$ cat config.mk
export PLATFORM = sky130hd
export DESIGN_NAME = multicycle_control_unit
export DESIGN_NICKNAME = d
export VERILOG_FILES = /design/src/rtl/multicycle_control_unit.sv
export SDC_FILE = /design/constraint.sdc
export NUM_CORES = 1
export LEC_CHECK = 0
export CAP_MARGIN = 10
export CORE_MARGIN = 1.5
export CORE_UTILIZATION = 35
export CTS_CLUSTER_SIZE = 40
export DETAILED_ROUTE_END_ITERATION = 8
export PLACE_DENSITY = 0.73
export SKIP_CTS_REPAIR_TIMING = 1
export SLEW_MARGIN = 0
export SYNTH_ARGS = -nofsm -noshare
export SYNTH_HDL_FRONTEND = slang
export SYNTH_SLANG_ARGS = --single-unit
$ cat constraint.sdc
create_clock -name clk -period 10.2 [get_ports clk]
set_clock_uncertainty 0.05 [all_clocks]
set_input_delay 3.06 -clock clk [delete_from_list [all_inputs] [get_ports clk]]
set_output_delay 3.06 -clock clk [all_outputs]
set_load 0.01 [all_outputs]
$ cat src/rtl/multicycle_control_unit.sv
// Multi-cycle RV32I control FSM: sequences fetch/decode/execute/memory/writeback
// over one handshaked memory port and drives ALU, PC, IR and register-file controls.
module multicycle_control_unit #(
  parameter int CNT_W           = 32,
  parameter bit HALT_ON_ILLEGAL = 1'b1
) (
  input  logic             clk,
  input  logic             reset,
  input  logic [31:0]      instr,
  input  logic             mem_ready,
  input  logic             EQ,
  input  logic             LU,
  input  logic             LS,
  output logic [2:0]       alu_func,
  output logic             alu_sub_sra,
  output logic [1:0]       alu_a_sel,
  output logic             alu_b_sel,
  output logic [2:0]       imm_sel,
  output logic             ir_write,
  output logic             pc_write,
  output logic [1:0]       pc_sel,
  output logic             mem_req,
  output logic             mem_we,
  output logic [2:0]       mem_size,
  output logic             reg_write,
  output logic [1:0]       wb_sel,
  output logic             illegal,
  output logic [CNT_W-1:0] instret,
  output logic [2:0]       state_out
);

  typedef enum logic [2:0] {
    S_FETCH     = 3'd0,
    S_DECODE    = 3'd1,
    S_EXECUTE   = 3'd2,
    S_MEMORY    = 3'd3,
    S_WRITEBACK = 3'd4,
    S_TRAP      = 3'd7
  } state_t;

  localparam logic [6:0] OP_OP    = 7'b0110011;
  localparam logic [6:0] OP_IMM   = 7'b0010011;
  localparam logic [6:0] OP_LOAD  = 7'b0000011;
  localparam logic [6:0] OP_STORE = 7'b0100011;
  localparam logic [6:0] OP_BR    = 7'b1100011;
  localparam logic [6:0] OP_JAL   = 7'b1101111;
  localparam logic [6:0] OP_JALR  = 7'b1100111;
  localparam logic [6:0] OP_LUI   = 7'b0110111;
  localparam logic [6:0] OP_AUIPC = 7'b0010111;

  state_t state, next_state;
  logic   retire, set_ill;

  logic [6:0] opcode;
  logic [2:0] funct3;
  logic       f7b5, legal, taken, is_store;
  logic       instr_unused;

  assign opcode       = instr[6:0];
  assign funct3       = instr[14:12];
  assign f7b5         = instr[30];
  assign is_store     = (opcode == OP_STORE);
  assign instr_unused = ^{instr[31], instr[29:15], instr[11:7]};

  always_comb begin
    legal = 1'b0;
    case (opcode)
      OP_OP, OP_IMM, OP_LOAD, OP_STORE, OP_JAL, OP_JALR, OP_LUI, OP_AUIPC: legal = 1'b1;
      OP_BR:   legal = (funct3[2:1] != 2'b01);
      default: legal = 1'b0;
    endcase
  end

  always_comb begin
    taken = 1'b0;
    case (funct3)
      3'b000:  taken = EQ;
      3'b001:  taken = !EQ;
      3'b100:  taken = LS;
      3'b101:  taken = !LS;
      3'b110:  taken = LU;
      3'b111:  taken = !LU;
      default: taken = 1'b0;
    endcase
  end

  // Per-instruction datapath steering; applied from EXECUTE through WRITEBACK
  // so the ALU result and immediate stay valid until the register write.
  logic [2:0] d_func, d_imm;
  logic       d_sub, d_b;
  logic [1:0] d_a, d_wb;

  always_comb begin
    d_func = 3'd0;
    d_sub  = 1'b0;
    d_a    = 2'd0;
    d_b    = 1'b0;
    d_imm  = 3'd0;
    d_wb   = 2'd0;
    case (opcode)
      OP_OP: begin
        d_func = funct3;
        d_sub  = (funct3 == 3'b000 || funct3 == 3'b101) ? f7b5 : (funct3[2:1] == 2'b01);
      end
      OP_IMM: begin
        d_func = funct3;
        d_b    = 1'b1;
        d_sub  = (funct3 == 3'b101) ? f7b5 : (funct3[2:1] == 2'b01);
      end
      OP_LOAD:  begin d_b = 1'b1; d_wb = 2'd1; end
      OP_STORE: begin d_b = 1'b1; d_imm = 3'd1; end
      OP_BR:    begin d_sub = 1'b1; d_imm = 3'd2; end
      OP_JAL:   begin d_imm = 3'd4; d_wb = 2'd2; end
      OP_JALR:  begin d_b = 1'b1; d_wb = 2'd2; end
      OP_LUI:   begin d_imm = 3'd3; d_wb = 2'd3; end
      OP_AUIPC: begin d_a = 2'd1; d_b = 1'b1; d_imm = 3'd3; end
      default:  ;
    endcase
  end

  always_comb begin
    next_state  = state;
    retire      = 1'b0;
    set_ill     = 1'b0;
    alu_func    = 3'd0;
    alu_sub_sra = 1'b0;
    alu_a_sel   = 2'd0;
    alu_b_sel   = 1'b0;
    imm_sel     = 3'd0;
    ir_write    = 1'b0;
    pc_write    = 1'b0;
    pc_sel      = 2'd0;
    mem_req     = 1'b0;
    mem_we      = 1'b0;
    mem_size    = 3'd0;
    reg_write   = 1'b0;
    wb_sel      = 2'd0;

    if (state inside {S_EXECUTE, S_MEMORY, S_WRITEBACK}) begin
      alu_func    = d_func;
      alu_sub_sra = d_sub;
      alu_a_sel   = d_a;
      alu_b_sel   = d_b;
      imm_sel     = d_imm;
      wb_sel      = d_wb;
    end

    case (state)
      S_FETCH: begin
        mem_req  = 1'b1;
        mem_size = 3'b010;
        if (mem_ready) begin
          ir_write   = 1'b1;
          pc_write   = 1'b1;
          next_state = S_DECODE;
        end
      end
      S_DECODE: begin
        if (legal) next_state = S_EXECUTE;
        else begin
          set_ill    = 1'b1;
          next_state = HALT_ON_ILLEGAL ? S_TRAP : S_FETCH;
        end
      end
      S_EXECUTE: begin
        case (opcode)
          OP_BR: begin
            pc_sel     = 2'd1;
            pc_write   = taken;
            retire     = 1'b1;
            next_state = S_FETCH;
          end
          OP_LOAD, OP_STORE: next_state = S_MEMORY;
          OP_JAL:  begin pc_write = 1'b1; pc_sel = 2'd1; next_state = S_WRITEBACK; end
          OP_JALR: begin pc_write = 1'b1; pc_sel = 2'd2; next_state = S_WRITEBACK; end
          default: next_state = S_WRITEBACK;
        endcase
      end
      S_MEMORY: begin
        mem_req  = 1'b1;
        mem_we   = is_store;
        mem_size = funct3;
        if (mem_ready) begin
          retire     = is_store;
          next_state = is_store ? S_FETCH : S_WRITEBACK;
        end
      end
      S_WRITEBACK: begin
        reg_write  = 1'b1;
        retire     = 1'b1;
        next_state = S_FETCH;
      end
      S_TRAP:  next_state = S_TRAP;
      default: next_state = S_FETCH;
    endcase

    // Controls are silenced for the whole reset pulse, including the FETCH request.
    if (reset) begin
      alu_func    = 3'd0;
      alu_sub_sra = 1'b0;
      alu_a_sel   = 2'd0;
      alu_b_sel   = 1'b0;
      imm_sel     = 3'd0;
      ir_write    = 1'b0;
      pc_write    = 1'b0;
      pc_sel      = 2'd0;
      mem_req     = 1'b0;
      mem_we      = 1'b0;
      mem_size    = 3'd0;
      reg_write   = 1'b0;
      wb_sel      = 2'd0;
    end
  end

  always_ff @(posedge clk or posedge reset) begin
    if (reset) begin
      state   <= S_FETCH;
      illegal <= 1'b0;
      instret <= '0;
    end else begin
      state   <= next_state;
      illegal <= illegal | set_ill;
      instret <= instret + CNT_W'(retire);
    end
  end

  assign state_out = state;

endmodule

==> flow_summary.yaml, run 1 <==
outcome:
  outcome: "finished, final reports clean"
die:
  io_pins: 96
  die_area_mm2: 0.00696
  core-area_mm2: 0.00631
  die_height_um: 83.4
  initial_core_util: 0.359
  dieWidth_um: 83.4
  row_count: 29
routing:
  drt_wl_total_um: 5600
  viasPerCell: 5.28
  route.detailed.drc: 0
  first_pass_iters: 4
  routedWlPerCell_um: 14.5
  vias: 2045
  drt_iter0_drc: 172
  final_antenna_net_count: 0
global_routing:
  grt_max_degree: 38
  grt_pass1_wl_um: 9390
  groute.usage.overall: 0.165
  grt_pass1_vias: 1885
  antenna_found_initial: 0
  grt_overflow_total: 0
pwr:
  p_per_area_mw_per_mm2: 136
  p_leak_nw: 1.32
  power.total_mw: 0.426
  peakVddDrop_v: 0.000139
cells_and_area:
  areaGrowthSynthToFinish_pct: 38.5
  antenna_cells: 0
  fin_nets: 350
  final_cell_area_mm2: 0.00313
  drive_above_1_share: 0.0871
clock_network:
  insertion_delay_ps: 290
  clock_sinks: 36
  h-tree-depth: 2
  cts_inserted_buffers: 5
  clock_path_buffers: 2
  cts_root_buf: "clkbuf_8"
  path_clk_slew_ps: 70
  cts_tree: "built"
logic_synthesis:
  synth_edf_count: 0
  synth-seq-cells: 36
  yosys_warnings: 0
  synth_top_area_frac: 0.398
  yosysTopAreaCell: "dfrtp_1"
  yosysMostFrequentCell: "dfrtp_1"
  syn_area_mm2: 0.00226
  yosysSeqAreaShare: 0.398
  async_reset_ff_frac: 1.00
  ys_types: 55
  syn-num-nets: 278
  synth_common_cells: "36 x dfrtp_1, 23 x nor3_1, 20 x xor2_1, 18 x nand2_1, 15 x nand3_1"
  synth_area_leaders: "dfrtp_1 40%, xor2_1 7.7%, nor3_1 5.1%"
  avgSynthCellArea_um2: 9.51
  synth-main-ff-cell: "dfrtp_1"
  synth_cells: 238
placement:
  dp_slack_ps: 1910
  place_congestion: 0.868
  dpl.hpwl_um: 4170
  place_area_mm2: 0.00304
  io_buffers: 73
setup_path:
  crit_fanout: 10
  required_ps: 7090
  worst-endpoint-arrival_ps: 5190
  critPathLaunchType: "input pin"
  end_kind: "output pin"
  worstSetupPathType: "in -> out"
min_path:
  hold_class: "reg -> reg"
timing:
  rsz0062_at_grt: "false"
  setup_tns_ps: 0
  fmax_ghz: 0.121
  fin_crit_sh: 0.814
  setup_slack_ps: 1900
  report.final.hold_viol_count: 0
  period_needed_ps: 8300
  finalSetupViolations: 0
  final_max_slew_viol_count: 0
flow_run:
  max-cap-violations: 0
## kinds of logic after synthesis
group           count (synthesis)  synth area share
xor+xnor                       33             0.128
mux                             2           0.00940
other cells                     1           0.00166
buf+inv                        20            0.0448
fa+ha+maj                       2            0.0111
compound gates                 30            0.0896
flops                          36             0.398
simple gates                  114             0.318
## report_power, final
part           switching, mW  internal, mW
Clock                 0.0478        0.0601
Combinational         0.0609        0.0688
Sequential            0.0313         0.157
## final cells by class
class	instances	area, um2
clock buffers	7	96.3
fillers	603	3180
inverters	11	41.3
multi-input cells	182	1260
flip-flops and latches	36	901
well taps	77	96.3
repair buffers	74	738
## metal layers
metal  vias to the layer above  track usage  wire, um
met5                         -            0         0
met3                         8       0.0427       209
met1                       988        0.224      2570
met4                         0       0.0477       109
met2                        48        0.262      2710
li1                       1001            -         -
## cell usage in the layout, fill, tap and decap left out, drive strengths merged, types with 2 or more instances in the layout
master | Yosys | final
clkdlybuf4s50 | 0 | 73
dfrtp | 36 | 36
nor3 | 23 | 23
xor2 | 20 | 20
nand2 | 19 | 19
nand3 | 17 | 17
xnor2 | 13 | 13
inv | 11 | 11
a21oi | 8 | 8
o21ai | 8 | 8
nand4 | 8 | 8
nor2 | 7 | 7
and2 | 7 | 7
clkbuf | 3 | 7
nor4 | 6 | 6
and3 | 6 | 6
nor2b | 5 | 5
and4 | 5 | 5
nor4b | 3 | 3
and3b | 2 | 2
a211oi | 2 | 2
ha | 2 | 2
## registers in the layout, indices dropped and copies added, names as in the netlist
| register | flops |
|---|---|
| illegal | 1 |
| instret | 32 |
| state_out | 3 |
## worst paths after layout
path	endpoint	cells after the start	start	slack [ps]
min in group asynchronous	instret[0]$_DFF_PP0_	3	reset	3300
hold / removal	instret[31]$_DFF_PP0_	1	instret[31]$_DFF_PP0_	420
setup reg to reg	instret[22]$_DFF_PP0_	8	state_out[2]$_DFFE_PP0P_	7490
hold reg to reg	instret[31]$_DFF_PP0_	1	instret[31]$_DFF_PP0_	420
max in group asynchronous	instret[25]$_DFF_PP0_	3	reset	6480
setup / recovery	alu_func[1]	5	instr[2]	1900
## critical path: stages
cell and delay (ps):
clkdlybuf4s50_1 570, nand4bb_1 420, nor4b_2 420, and2_1 180, clkdlybuf4s50_1 540
## per-stage QoR
| stage | hold slack, ps | instances | util |
|---|---|---|---|
| final | 421 | 387 | 0.496 |
| after detailed placement | 409 | 380 | 0.481 |
| after floorplan | 454 | 238 | - |
| after CTS | 425 | 387 | 0.496 |
| after global placement | 399 | 380 | 0.481 |
| after global routing | 455 | 387 | 0.496 |
Power figures use the tool's default switching activity.
==> run 2, diff against run 1 <==
--- a/config.mk
+++ b/config.mk
@@ -10,7 +10,7 @@
 export CORE_UTILIZATION = 35
 export CTS_CLUSTER_SIZE = 40
 export DETAILED_ROUTE_END_ITERATION = 8
-export PLACE_DENSITY = 0.73
+export PLACE_DENSITY = 0.76
 export SKIP_CTS_REPAIR_TIMING = 1
 export SLEW_MARGIN = 0
 export SYNTH_ARGS = -nofsm -noshare
==> constraint.sdc (replaced) <==
create_clock -name clk -period 6.9 [get_ports clk]
set_clock_uncertainty 0.05 [all_clocks]
set_input_delay 2.07 -clock clk [delete_from_list [all_inputs] [get_ports clk]]
set_output_delay 2.07 -clock clk [all_outputs]
set_load 0.01 [all_outputs]
==> run 2 against run 1 <==
Cell count rose by 0.52%. Clock power rose by 43%. Sequential share of layout area about the same. Critical path type unchanged. Critical endpoint is now wb_sel[0].
==> flow_summary.yaml, run 2 (synthesis results as in run 1) <==
global_routing:
  grt_pass1_vias: 1878
  grt_overflow_total: 0
  grt_most_used_layer: "met2"
  grt_pass1_wl_um: 9380
  antenna_found_initial: 0
  groute.usage.overall: 0.166
  grt.met2_usage: 0.268
  use_met3: 0.0268
  grt_max_degree: 22
  grt_util_met1: 0.228
timing:
  slew_headroom: 0.653
  worst_slew_pin_slew_ps: 517
  setup_slack_ps: 615
  fin_crit_sh: 0.911
  setup_tns_ps: 0
  fmax_ghz: 0.159
  finalSetupViolations: 0
  period_needed_ps: 6290
  report.final.hold_viol_count: 0
  rsz0062_at_grt: "false"
  final_max_slew_viol_count: 0
die:
  die_height_um: 83.4
  row_count: 29
  die_area_mm2: 0.00696
  io_pins: 96
  dieWidth_um: 83.4
  initial_core_util: 0.359
  core-area_mm2: 0.00631
placement:
  dp_slack_ps: 636
  dpl.hpwl_um: 4310
  io_buffers: 73
  place_congestion: 0.835
setup_path:
  critPathLaunchType: "input pin"
  crit_fanout: 10
  critPathBufInv: 2
  path_common_cell: "clkdlybuf4s50_1"
  worstSetupPathType: "in -> out"
  worst-endpoint-arrival_ps: 4170
  r2r_start: "state_out[2]$_DFFE_PP0P_"
  crit_slowest_cell: "clkdlybuf4s50_1"
  worstPathCellList: "clkdlybuf4s50_1 > nand4bb_1 > nor3_1 > nand2_1 > a21oi_1 > clkdlybuf4s50_1"
  critical_path.max_stage_delay_ps: 570
  required_ps: 4780
  end_kind: "output pin"
  crit_family: "buffers and inverters"
  setup.worst_path.start: "instr[2]"
routing:
  viasPerCell: 5.25
  vias: 2043
  final_antenna_net_count: 0
  route.detailed.drc: 0
  routedWlPerCell_um: 14.4
  first_pass_iters: 4
  drt_iter0_drc: 168
  drt_wl_total_um: 5590
cells_and_area:
  fin_util: 0.497
  fin_nets: 351
  drive_above_1_share: 0.0865
  largest_reg_flops: 32
  largest-register: "instret"
  final_common_cell: "clkdlybuf4s50_1"
  areaGrowthSynthToFinish_pct: 38.5
  layout_common_cells: "73 x clkdlybuf4s50_1, 36 x dfrtp_1, 23 x nor3_1"
  fill_cells: 589
  antenna_cells: 0
clock_network:
  h-tree-depth: 2
  insertion_delay_ps: 290
  clock_path_buffers: 2
  path_clk_slew_ps: 60
  cts_tree: "built"
  cts_root_buf: "clkbuf_8"
  clock_sinks: 36
  cts_inserted_buffers: 5
pwr:
  power.total_mw: 0.622
  internal_power_mw: 0.415
  peakVddDrop_v: 0.000139
  p_per_area_mw_per_mm2: 198
  p_comb_frac: 0.307
  p_clk_frac: 0.247
  sequentialPowerShare: 0.446
  p_switching_mw: 0.207
  p_leak_nw: 1.32
  sw_frac_of_total: 0.333
min_path:
  hold_class: "reg -> reg"
  hold_start: "illegal$_DFF_PP0_"
flow_run:
  max-cap-violations: 0
outcome:
  outcome: "finished, final reports clean"
## run 2: changes by cell type in the layout (fill, tap and decap cells not counted)
cell      delta
buf_4        +1
clkbuf_1     +2
clkbuf_8     -1
## run 2: final timing paths
kind                                              end  slack [ps]  cells after the start
worst min-delay path                illegal$_DFF_PP0_         420                      1
worst max-delay path                        wb_sel[0]         610                      6
min in group asynchronous        instret[0]$_DFF_PP0_        2250                      3
worst max register to register  instret[22]$_DFF_PP0_        4230                      8
worst min register to register      illegal$_DFF_PP0_         420                      1
max in group asynchronous       instret[22]$_DFF_PP0_        4310                      3
## run 2: power by group through the flow
stage	sequential (mW)	clock (mW)	combinational [mW]
after CTS	0.277	0.155	0.194
after detailed placement	0.281	0	0.193
after global placement	0.281	0	0.191
after global routing	0.284	0.167	0.212
after floorplan	0.269	0	0.115
final	0.277	0.154	0.191
## run 2: metrics by stage
step / instances / hold slack, ps / instance area [um2]
after floorplan: 238 / 454 / 2260
after global placement: 381 / 410 / 3050
after detailed placement: 381 / 407 / 3050
after CTS: 389 / 422 / 3140
after global routing: 389 / 456 / 3140
final: 389 / 425 / 3140
## run 2: metal layers
metal | vias up | wire length, um
met5 | - | 0
met3 | 7 | 181
met4 | 0 | 70
met1 | 1002 | 2570
li1 | 996 | -
met2 | 38 | 2770
## run 2: final cells by class
type	count	area, um2	share of cell area
clock buffers	8	90.1	0.0287
multi-input cells	182	1260	0.402
flip-flops and latches	36	901	0.287
inverters	11	41.3	0.0132
repair buffers	75	746	0.238
well taps	77	96.3	0.0307
